==> src/rtl/ahb_dma_pkg.sv <==
// Shared AHB encodings and register map for the single-channel AHB DMA.
package ahb_dma_pkg;

    localparam logic [1:0] HTRANS_IDLE   = 2'b00;
    localparam logic [1:0] HTRANS_NONSEQ = 2'b10;

    localparam logic [1:0] HRESP_OKAY    = 2'b00;
    localparam logic [1:0] HRESP_ERROR   = 2'b01;

    localparam logic [2:0] HSIZE_WORD    = 3'b010;
    localparam logic [2:0] HBURST_SINGLE = 3'b000;

    // Register offsets, decoded from HADDR[4:2]
    localparam logic [2:0] REG_SRC    = 3'd0;
    localparam logic [2:0] REG_DST    = 3'd1;
    localparam logic [2:0] REG_LEN    = 3'd2;
    localparam logic [2:0] REG_CTRL   = 3'd3;
    localparam logic [2:0] REG_STATUS = 3'd4;

endpackage

==> src/rtl/ahb_dma_regs.sv <==
// AHB slave register file for the DMA: SRC/DST/LEN/CTRL/STATUS, start pulse
// generation and the done/err sticky flags.
module ahb_dma_regs
    import ahb_dma_pkg::*;
#(
    parameter int WORD_WIDTH = 32,
    parameter int LEN_WIDTH  = 16
) (
    input  logic                  clk,
    input  logic                  rst,
    input  logic                  i_hsel,
    input  logic [WORD_WIDTH-1:0] i_haddr,
    input  logic                  i_hwrite,
    input  logic [1:0]            i_htrans,
    input  logic [WORD_WIDTH-1:0] i_hwdata,
    output logic [WORD_WIDTH-1:0] o_hrdata,
    input  logic                  i_busy,
    input  logic                  i_set_done,
    input  logic                  i_set_err,
    input  logic                  i_int_clear,
    output logic [WORD_WIDTH-1:0] o_src,
    output logic [WORD_WIDTH-1:0] o_dst,
    output logic [LEN_WIDTH-1:0]  o_len,
    output logic                  o_start,
    output logic                  o_irq
);

    logic                  r_sel;
    logic                  r_write;
    logic [2:0]            r_off;
    logic [WORD_WIDTH-1:0] r_src;
    logic [WORD_WIDTH-1:0] r_dst;
    logic [LEN_WIDTH-1:0]  r_len;
    logic                  r_ie;
    logic                  r_done;
    logic                  r_err;

    logic w_wr;
    logic w_clr_done;
    logic w_clr_err;
    logic w_unused;

    assign w_wr       = r_sel & r_write;
    assign o_start    = w_wr & (r_off == REG_CTRL) & i_hwdata[0] & ~i_busy;
    assign w_clr_done = i_int_clear | (w_wr & (r_off == REG_STATUS) & i_hwdata[1]);
    assign w_clr_err  = w_wr & (r_off == REG_STATUS) & i_hwdata[2];
    assign w_unused   = &{1'b0, i_haddr[WORD_WIDTH-1:5], i_haddr[1:0], i_htrans[0]};

    assign o_src = r_src;
    assign o_dst = r_dst;
    assign o_len = r_len;
    assign o_irq = r_done & r_ie;

    // NOTE: state registers use non-blocking assignments so every flop samples
    // pre-edge values regardless of statement order.
    always_ff @(posedge clk) begin
        if (rst) begin
            r_sel   <= 1'b0;
            r_write <= 1'b0;
            r_off   <= '0;
            r_src   <= '0;
            r_dst   <= '0;
            r_len   <= '0;
            r_ie    <= 1'b0;
            r_done  <= 1'b0;
            r_err   <= 1'b0;
        end else begin
            // HREADY is tied high, so every selected non-idle transfer is accepted
            r_sel   <= i_hsel & i_htrans[1];
            r_write <= i_hwrite;
            r_off   <= i_haddr[4:2];
            if (w_wr && !i_busy) begin
                case (r_off)
                    REG_SRC: r_src <= i_hwdata;
                    REG_DST: r_dst <= i_hwdata;
                    REG_LEN: r_len <= i_hwdata[LEN_WIDTH-1:0];
                    default: ;
                endcase
            end
            if (w_wr && (r_off == REG_CTRL)) r_ie <= i_hwdata[1];
            // A completion in the same cycle as a clear must not be lost
            if (i_set_done)      r_done <= 1'b1;
            else if (w_clr_done) r_done <= 1'b0;
            if (i_set_err)       r_err  <= 1'b1;
            else if (w_clr_err)  r_err  <= 1'b0;
        end
    end

    // NOTE: combinational outputs get a default first so no path infers a latch.
    always_comb begin
        o_hrdata = '0;
        if (r_sel && !r_write) begin
            case (r_off)
                REG_SRC:    o_hrdata = r_src;
                REG_DST:    o_hrdata = r_dst;
                REG_LEN:    o_hrdata = WORD_WIDTH'(r_len);
                REG_CTRL:   o_hrdata[1] = r_ie;
                REG_STATUS: o_hrdata[2:0] = {r_err, r_done, i_busy};
                default:    ;
            endcase
        end
    end

endmodule

==> src/rtl/ahb_dma.sv <==
// Single-channel AHB DMA: slave-programmed, copies LEN words src->dst one
// single read/write pair at a time through a one-word buffer.
module ahb_dma
    import ahb_dma_pkg::*;
#(
    parameter int WORD_WIDTH = 32,
    parameter int LEN_WIDTH  = 16
) (
    input  logic                  clk,
    input  logic                  rst,
    input  logic                  HSELx,
    input  logic [WORD_WIDTH-1:0] HADDR,
    input  logic                  HWRITE,
    input  logic [2:0]            HSIZE,
    input  logic [2:0]            HBURST,
    input  logic [1:0]            HTRANS,
    input  logic                  HMASTLOCK,
    input  logic [WORD_WIDTH-1:0] HWDATA,
    output logic [WORD_WIDTH-1:0] HRDATA,
    output logic                  HREADY,
    output logic [1:0]            HRESP,
    output logic [WORD_WIDTH-1:0] M_HADDR,
    output logic                  M_HWRITE,
    output logic [2:0]            M_HSIZE,
    output logic [2:0]            M_HBURST,
    output logic [1:0]            M_HTRANS,
    output logic                  M_HMASTLOCK,
    output logic [WORD_WIDTH-1:0] M_HWDATA,
    input  logic [WORD_WIDTH-1:0] M_HRDATA,
    input  logic                  M_HREADY,
    input  logic [1:0]            M_HRESP,
    input  logic                  dma_int_clear,
    output logic                  irq_dma
);

    typedef enum logic [2:0] {
        S_IDLE, S_RD_A, S_RD_D, S_WR_A, S_WR_D, S_DONE, S_ERR
    } state_t;

    state_t                r_state;
    state_t                w_next;
    logic [WORD_WIDTH-1:0] r_cur_src;
    logic [WORD_WIDTH-1:0] r_cur_dst;
    logic [LEN_WIDTH-1:0]  r_remaining;
    logic [WORD_WIDTH-1:0] r_buf;

    logic [WORD_WIDTH-1:0] w_src;
    logic [WORD_WIDTH-1:0] w_dst;
    logic [LEN_WIDTH-1:0]  w_len;
    logic                  w_start;
    logic                  w_busy;
    logic                  w_resp_err;
    logic                  w_unused;

    assign w_busy     = (r_state != S_IDLE);
    assign w_resp_err = (M_HRESP == HRESP_ERROR);
    assign w_unused   = &{1'b0, HSIZE, HBURST, HMASTLOCK};

    ahb_dma_regs #(
        .WORD_WIDTH (WORD_WIDTH),
        .LEN_WIDTH  (LEN_WIDTH)
    ) u_regs (
        .clk         (clk),
        .rst         (rst),
        .i_hsel      (HSELx),
        .i_haddr     (HADDR),
        .i_hwrite    (HWRITE),
        .i_htrans    (HTRANS),
        .i_hwdata    (HWDATA),
        .o_hrdata    (HRDATA),
        .i_busy      (w_busy),
        .i_set_done  (r_state == S_DONE),
        .i_set_err   (r_state == S_ERR),
        .i_int_clear (dma_int_clear),
        .o_src       (w_src),
        .o_dst       (w_dst),
        .o_len       (w_len),
        .o_start     (w_start),
        .o_irq       (irq_dma)
    );

    assign HREADY = 1'b1;
    assign HRESP  = HRESP_OKAY;

    // Outputs derive from registers that only move on M_HREADY, so they hold during waits
    assign M_HTRANS    = (r_state == S_RD_A || r_state == S_WR_A) ? HTRANS_NONSEQ : HTRANS_IDLE;
    assign M_HWRITE    = (r_state == S_WR_A || r_state == S_WR_D);
    assign M_HADDR     = M_HWRITE ? r_cur_dst : r_cur_src;
    assign M_HWDATA    = r_buf;
    assign M_HSIZE     = HSIZE_WORD;
    assign M_HBURST    = HBURST_SINGLE;
    assign M_HMASTLOCK = 1'b0;

    always_ff @(posedge clk) begin
        if (rst) begin
            r_state     <= S_IDLE;
            r_cur_src   <= '0;
            r_cur_dst   <= '0;
            r_remaining <= '0;
            r_buf       <= '0;
        end else begin
            r_state <= w_next;
            case (r_state)
                S_IDLE: if (w_start) begin
                    r_cur_src   <= w_src;
                    r_cur_dst   <= w_dst;
                    r_remaining <= w_len;
                end
                S_RD_D: if (M_HREADY && !w_resp_err) r_buf <= M_HRDATA;
                S_WR_D: if (M_HREADY && !w_resp_err) begin
                    r_cur_src   <= r_cur_src + WORD_WIDTH'(4);
                    r_cur_dst   <= r_cur_dst + WORD_WIDTH'(4);
                    r_remaining <= r_remaining - LEN_WIDTH'(1);
                end
                default: ;
            endcase
        end
    end

    always_comb begin
        w_next = r_state;
        case (r_state)
            S_IDLE: if (w_start) w_next = (w_len == '0) ? S_DONE : S_RD_A;
            S_RD_A: if (M_HREADY) w_next = S_RD_D;
            S_RD_D: if (M_HREADY) w_next = w_resp_err ? S_ERR : S_WR_A;
            S_WR_A: if (M_HREADY) w_next = S_WR_D;
            S_WR_D: if (M_HREADY) begin
                if (w_resp_err)                            w_next = S_ERR;
                else if (r_remaining == LEN_WIDTH'(1))     w_next = S_DONE;
                else                                       w_next = S_RD_A;
            end
            S_DONE:  w_next = S_IDLE;
            S_ERR:   w_next = S_IDLE;
            default: w_next = S_IDLE;
        endcase
    end

endmodule

==> config.mk <==
export PLATFORM = sky130hd
export DESIGN_NAME = ahb_dma
export DESIGN_NICKNAME = d
export VERILOG_FILES = /design/src/rtl/ahb_dma_pkg.sv /design/src/rtl/ahb_dma_regs.sv /design/src/rtl/ahb_dma.sv
export SDC_FILE = /design/constraint.sdc
export NUM_CORES = 1
export LEC_CHECK = 0
export ABC_AREA = 1
export ABC_CLOCK_PERIOD_IN_PS = 5420
export CAP_MARGIN = 30
export CORE_UTILIZATION = 50
export DETAILED_ROUTE_END_ITERATION = 10
export GPL_TIMING_DRIVEN = 0
export HOLD_SLACK_MARGIN = 0.15
export PLACE_DENSITY = 0.81
export SLEW_MARGIN = 30
export SYNTH_ARGS = -nofsm -noshare
export SYNTH_HDL_FRONTEND = slang
export SYNTH_SLANG_ARGS = --single-unit
==> constraint.sdc <==
create_clock -name clk -period 5.42 [get_ports clk]
set_clock_uncertainty 0.2 [all_clocks]
set_input_delay 1.084 -clock clk [delete_from_list [all_inputs] [get_ports clk]]
set_output_delay 1.084 -clock clk [all_outputs]
set_load 0.01 [all_outputs]
-- Yosys cells after proc, flatten, opt, wreduce, memory -nomap -nowiden
Cells that the tools add are included.
- register bits after elaboration: 203
- output and inout bits: 110
- word-level logic and storage cells: 98
- add/subtract/negate cells: 3
- equal/unequal tests: 18
- multiplexer cells: 30
- bitwise gates (word level): 11
- reductions and logical operators: 22
- operators with widths (cell ; count):
    two-way mux 32 bit ; 6
    case mux 32 bit (2 select lines) ; 2
    case mux 29 bit (3 select lines) ; 1
    adder 32 x 3 -> 32 bit, second input constant ; 2
    two-way mux 16 bit ; 2
    case mux 16 bit (2 select lines) ; 1
    two-way mux 3 bit ; 9
    == test 16 x 1 -> 1 bit, second input constant ; 1
    logical NOT 16 bit ; 1
    subtractor 16 x 1 -> 16 bit, second input constant ; 1
    case mux 3 bit (5 select lines) ; 1
    == test 3 x 2 -> 1 bit, second input constant ; 4
    == test 3 bit, second input constant ; 4
    bitwise AND 1 bit ; 9
    != test 2 bit, second input constant ; 4
    case mux 1 bit (4 select lines) ; 2
    AND reduction 2 bit ; 4
    == test 3 x 1 -> 1 bit, second input constant ; 2
    logical NOT 3 bit ; 2
    nonzero test 2 bit ; 3
    case mux 1 bit (5 select lines) ; 1
    AND reduction 5 bit ; 1
    logical AND 1 bit ; 4
    two-way mux 1 bit ; 4
    other kinds (9) ; 13

-- Longest topological paths before layout
- depth in word-level cells: 6
- depth in mapped cells: 11

-- Cells and area by module
From an unflattened synthesis, not the netlist that was laid out.
- cell total of the unflattened synthesis: 1841
- area total of the unflattened synthesis: 11546.1 µm²
- modules (own cells, without submodules) (module ; instances ; cells each ; area each (µm²)):
    ahb_dma ; 1 ; 1268 ; 7442.1
    ahb_dma_regs ; 1 ; 573 ; 4103.9

-- Worst setup path before layout
No wires, ideal clock.
- kind: reg2out
- start point: register r_state[0]
- end point: output M_HADDR[0]
- arrival: 1.511 ns
- required time: 4.136 ns
- slack: 2.625 ns
- stages on the path, launching flop included: 9
- buffers on the path: 3
- cell sequence: dfxtp_1 -> nor2_4 -> nand2_4 -> inv_2 -> or2_1 -> buf_2 -> buf_4 -> buf_2 -> o21ai_0
- cells in the longest elaborated chain, start to end: 3
- RTL lines (element ; RTL line ; source):
    from (decl) ; ahb_dma.sv:40 ; state_t r_state;
    from (signal assigned) ; ahb_dma.sv:102 ; r_state <= w_next;
    == test 3 x 2 -> 1 bit / == test 3 bit (equally long branches) ; ahb_dma.sv:87 ; assign M_HWRITE = (r_state == S_WR_A || r_state == S_WR_D);
    logical OR 1 bit * ; ahb_dma.sv:87 ;
    two-way mux 32 bit * ; ahb_dma.sv:88 ; assign M_HADDR = M_HWRITE ? r_cur_dst : r_cur_src;
    to (decl) ; ahb_dma.sv:22 ; output logic [WORD_WIDTH-1:0] M_HADDR,
Mark *: on every way between the ends. The rest lies on a longest branch, timed or not.

-- Final worst setup path
- start point: register u_regs.r_off[0]
- end point: output HRDATA[1]
- cells in the longest elaborated chain, start to end: 3
- RTL lines (element ; RTL line ; source):
    from (decl) ; ahb_dma_regs.sv:30 ; logic [2:0] r_off;
    from (signal assigned) ; ahb_dma_regs.sv:71 ; r_off <= i_haddr[4:2];
    == test 3 bit (tied with other cells) ; ahb_dma_regs.sv:93 ; case (r_off)
    case mux 1 bit (5 select lines) * ; ahb_dma_regs.sv:93 ;
    two-way mux 32 bit * ; ahb_dma_regs.sv:92 ; if (r_sel && !r_write) begin
    to (decl) ; ahb_dma.sv:19 ; output logic [WORD_WIDTH-1:0] HRDATA,
Marked as above.

==> results by stage <==
Clock tree:
- Clock-pin slew was measured on the worst setup and hold paths at 60 ps.
- The clock latency on the worst-skew pair is about 550 ps.
- CTS built an H-tree with a depth of 1.
- The TritonCTS sink count is between 200 and 250.
- The tree is rooted in a clkbuf_16.
- The number of buffers added to fix hold violations after cts is 0.
- The longest clock path from root to sink contains 3 buffers.
- The total of cells resized after clock tree synthesis is 0.
- The total setup buffers inserted after CTS is 0.
- Counting the buffers created by CTS gives 25.
- TritonCTS built the clock tree.

Route:
- After detailed routing, the number of remaining DRC violations is 0.
- After detailed routing, the number of vias per cell comes to ~5.6.
- The final route contains around 13,000 vias.
- After detailed routing, the average wire length per cell comes to roughly 20 µm.
- The number of search-and-repair iterations in the first detailed-routing pass is 6.
- Once detail routing completed, the nets flagged for antenna violations numbered 0.
- The detailed router finished its first iteration with about 1,400 violations.
- Summed over all layers, the routed wires come to 45,300 µm.

Die:
- The die area is 22,700 µm².
- The core outline area is approximately 22,000 µm².
- In this run the core area contains 54 standard-cell rows.
- The initial utilization of the core area, before any placement, comes to 50.8%.
- In this run the horizontal extent of the chip is 151 µm.
- The die outline height is about 150 µm.
- The I/O pin total is about 220.

Timing:
- Counting I/O delays and the setup requirement, the final critical path takes 4420 ps.
- The number of failing hold endpoints at the final stage is 0.
- At the pin with the least slew margin, the transition time is 926 ps.
- Timing would allow up to about 0.23 GHz.
- In the post-route analysis, the smallest setup slack over all paths is ~1000 ps.
- The worst relative slew slack is roughly two fifths.
- The worst-case hold slack is ~260 ps.
- The final count of pins violating max slew is 0.
- The post-route fraction of the period consumed by the critical path is between 80% and 90%.
- Setup repair after global routing left no endpoint under its margin.
- The final sum of negative setup slack is 0 ps.
- Setup violations remaining at the end of the flow were counted as 0.

Critical path:
- For the worst setup path, the data arrival time is roughly 3100 ps.
- The class of the most critical setup path is register to output pin.
- The largest fanout on the critical path is 10.
- STA classifies the critical path endpoint as an output pin.
- For the worst setup path, the data required time is 4140 ps.
- The type of origin of the critical path is a register.

GRT:
- The met2 layer usage reported by global route is 62.0%.
- Entering global routing, the biggest net connects 14 pins.
- The first-pass GRT wire length is a little under 70,000 µm.
- The peak-usage layer in the global routing report is met2.
- In the global route stage, overall resource usage came out at 40.0%.
- The number of antenna violations at the first check in global routing is 1.
- The routing usage on met1 is 52.7%.
- The leftover overflow at the end of global routing is 0.
- The number of global-route vias before repair is roughly 12,000.
- The met3 layer usage reported by global route is a little under 9%.

Place:
- Port buffering added ~170 buffers.
- The worst slack at placement is 1590 ps.
- Routability-driven placement finished with a final weighted congestion of slightly above 1.
- The HPWL after detailed placement is between 30,000 and 40,000 µm.
- The number of placed instances, taps included is 2,232.

Cells and area:
- The area overhead of the layout relative to synthesis is 26.9%.
- For this run, the number of standard cells in the final layout without fillers is 2,278.
- The repair_antennas step left the layout with diodes totalling 0.
- Of the cells placed in the final design, the portion with a size suffix greater than 1 is between 5 and 6%.
- The net count reported at finish is between 2,000 and 2,500.

Power and ir drop:
- The leakage dissipation is between 5 and 6 nW.
- The completed layout was analyzed and its total power is roughly 4.7 mW.
- Registers are responsible for a little over a third of the overall power.
- The power density of the placed cells is roughly 330 nW/µm².
- Of the total power, combinational logic draws 26.5%.
- The clock network fraction of design power is between 30 and 40%.
- The switching power is 1.62 mW.
- The share of total power consumed by net switching is a little over a third.
- Cell internal power was estimated by the tool at 3.04 mW.
- IR analysis of the VDD net gives a maximum drop of around 0.00033 V.

Run status:
- The flow ran to the end, and the final reports show no timing, DRC or antenna violations.

Yosys:
- Counting flops with an async set or reset pin after synthesis yields a share of 0%.
- The cell count after synthesis is ~1,800.
- In this run the biggest area consumer among cell types represents around 37% of the synthesized area.
- In this run, synthesis inferred 0 flip-flops with an integrated enable.
- Ranked by total cell area, the synthesized netlist is headed by dfxtp_1, nand2_1, nor2_1, o21ai_0, a21oi_1.
- The combined area of all synthesized cells is about 11,000 µm².
- The count of unique library cells instantiated by Yosys is between 40 and 50.
- The flip-flop and latch count after synthesis is around 200.
- Summed over all instances, the cell type with the most area after synthesis is dfxtp_1.
- Dividing the synthesized area by the synthesized cell count gives ~6.2 µm².
- Of the synthesized area, sequential elements account for a little under two fifths.
- The main flop type after synthesis is dfxtp_1.
- During synthesis, Yosys emitted a total of 0 warnings.

Min path:
- The path class of the lowest-slack min-delay path is register to register.

Run:
- The number of maximum-capacitance violations is 0.
[cell families (layout without fill, tap and decap cells)]
logic type	count (synthesis)	in the layout	synth area share, %
AO/OA/AOI/OAI	395	395	18.9
XOR/XNOR	7	7	0.555
adder cells (fa/ha/maj)	4	4	0.453
buffers and inverters	254	473	9.79
flip-flops	203	203	36.8
multiplexers	7	7	0.714
other	2	11	0.0680
AND/OR/NAND/NOR	898	898	32.7
[synth_stat cells (3+ instances only)]
master and instances:
a211oi_2 4, a21oi_1 146, a31oi_1 6, buf_1 3, buf_2 25, buf_4 19, buf_6 3, clkbuf_1 52
dfxtp_1 203, ha_1 4, inv_1 146, inv_2 4, mux2_2 7, nand2_1 425, nand2_2 3, nand3_1 89
nand3b_1 4, nand4_1 11, nor2_1 347, nor3_1 8, o211ai_1 10, o21ai_0 206, o21ai_1 8, o221ai_1 7
o22ai_1 3, or2_2 3, xor2_1 5
[flip-flops by register name, indices dropped and copies added, names as in the netlist]
signal	cells
r_remaining	16
u_regs.o_len	16
r_state	3
u_regs.r_ie	1
u_regs.r_done	1
u_regs.o_dst	32
u_regs.r_sel	1
r_cur_dst	32
u_regs.r_write	1
u_regs.r_err	1
u_regs.o_src	32
u_regs.r_off	3
M_HWDATA	32
r_cur_src	32
[worst paths after layout]
| kind | start | endpoint | slack (ps) | cells after the start |
|---|---|---|---|---|
| setup / recovery | u_regs.r_off[0] | HRDATA[1] | 1000 | 7 |
| hold / removal | r_cur_src[0] | r_cur_src[0] | 260 | 2 |
| setup reg to reg | r_state[0] | r_cur_src[30] | 3090 | 8 |
| hold reg to reg | r_cur_src[0] | r_cur_src[0] | 260 | 2 |
[power by group through the flow]
stage / sequential, mW / clock (mW) / combinational (mW)
after floorplan: 1.69 / 0 / 0.703
after global placement: 1.70 / 0 / 1.18
after detailed placement: 1.70 / 0 / 1.19
after CTS: 1.67 / 1.74 / 1.20
after global routing: 1.68 / 1.81 / 1.33
final: 1.67 / 1.75 / 1.24
[through the flow]
stage | util [%] | cell area (µm²)
detailed placement | 60.5 | 13200
global route | 64.4 | 14000
finish | 64.4 | 14000
CTS | 64.4 | 14000
global placement | 60.5 | 13200
floorplan | - | 11100
[worst max-delay path, stage by stage, from the launching register on]
cell and delay [ps]:
dfxtp_1 340, nor2_1 140, nand2_1 270, inv_2 250, clkbuf_1 420, nand2_1 100, a41oi_1 440, clkdlybuf4s50_1 640
[per-layer routing]
| metal | share of wire, % | up-vias |
|---|---|---|
| met5 | 0.024 | - |
| met4 | 5.0 | 2 |
| met3 | 12 | 135 |
| met2 | 43 | 768 |
| met1 | 40 | 5789 |
| li1 | - | 6108 |
[cell type report]
type / instances / area, µm²
plain buffers: 102 / 508
flip-flops and latches: 203 / 4060
fillers: 2091 / 7740
clock buffers: 30 / 674
well taps: 280 / 350
inverters: 152 / 573
multi-input cells: 1322 / 5930
repair buffers: 173 / 1730
clock inverters: 16 / 180
[placed cells by master (no fill, tap or decap), types with 10 or more instances in the layout]
cell             count
clkdlybuf4s50_1    173
buf_4               19
o21ai_0            206
clkbuf_16           25
nand3_1             89
inv_1              146
nand4_1             11
conb_1              11
nor2_1             347
dfxtp_1            203
clkbuf_1            54
a21oi_1            146
o211ai_1            10
nand2_1            425
buf_2               25
(Power assumes the default switching activity.)
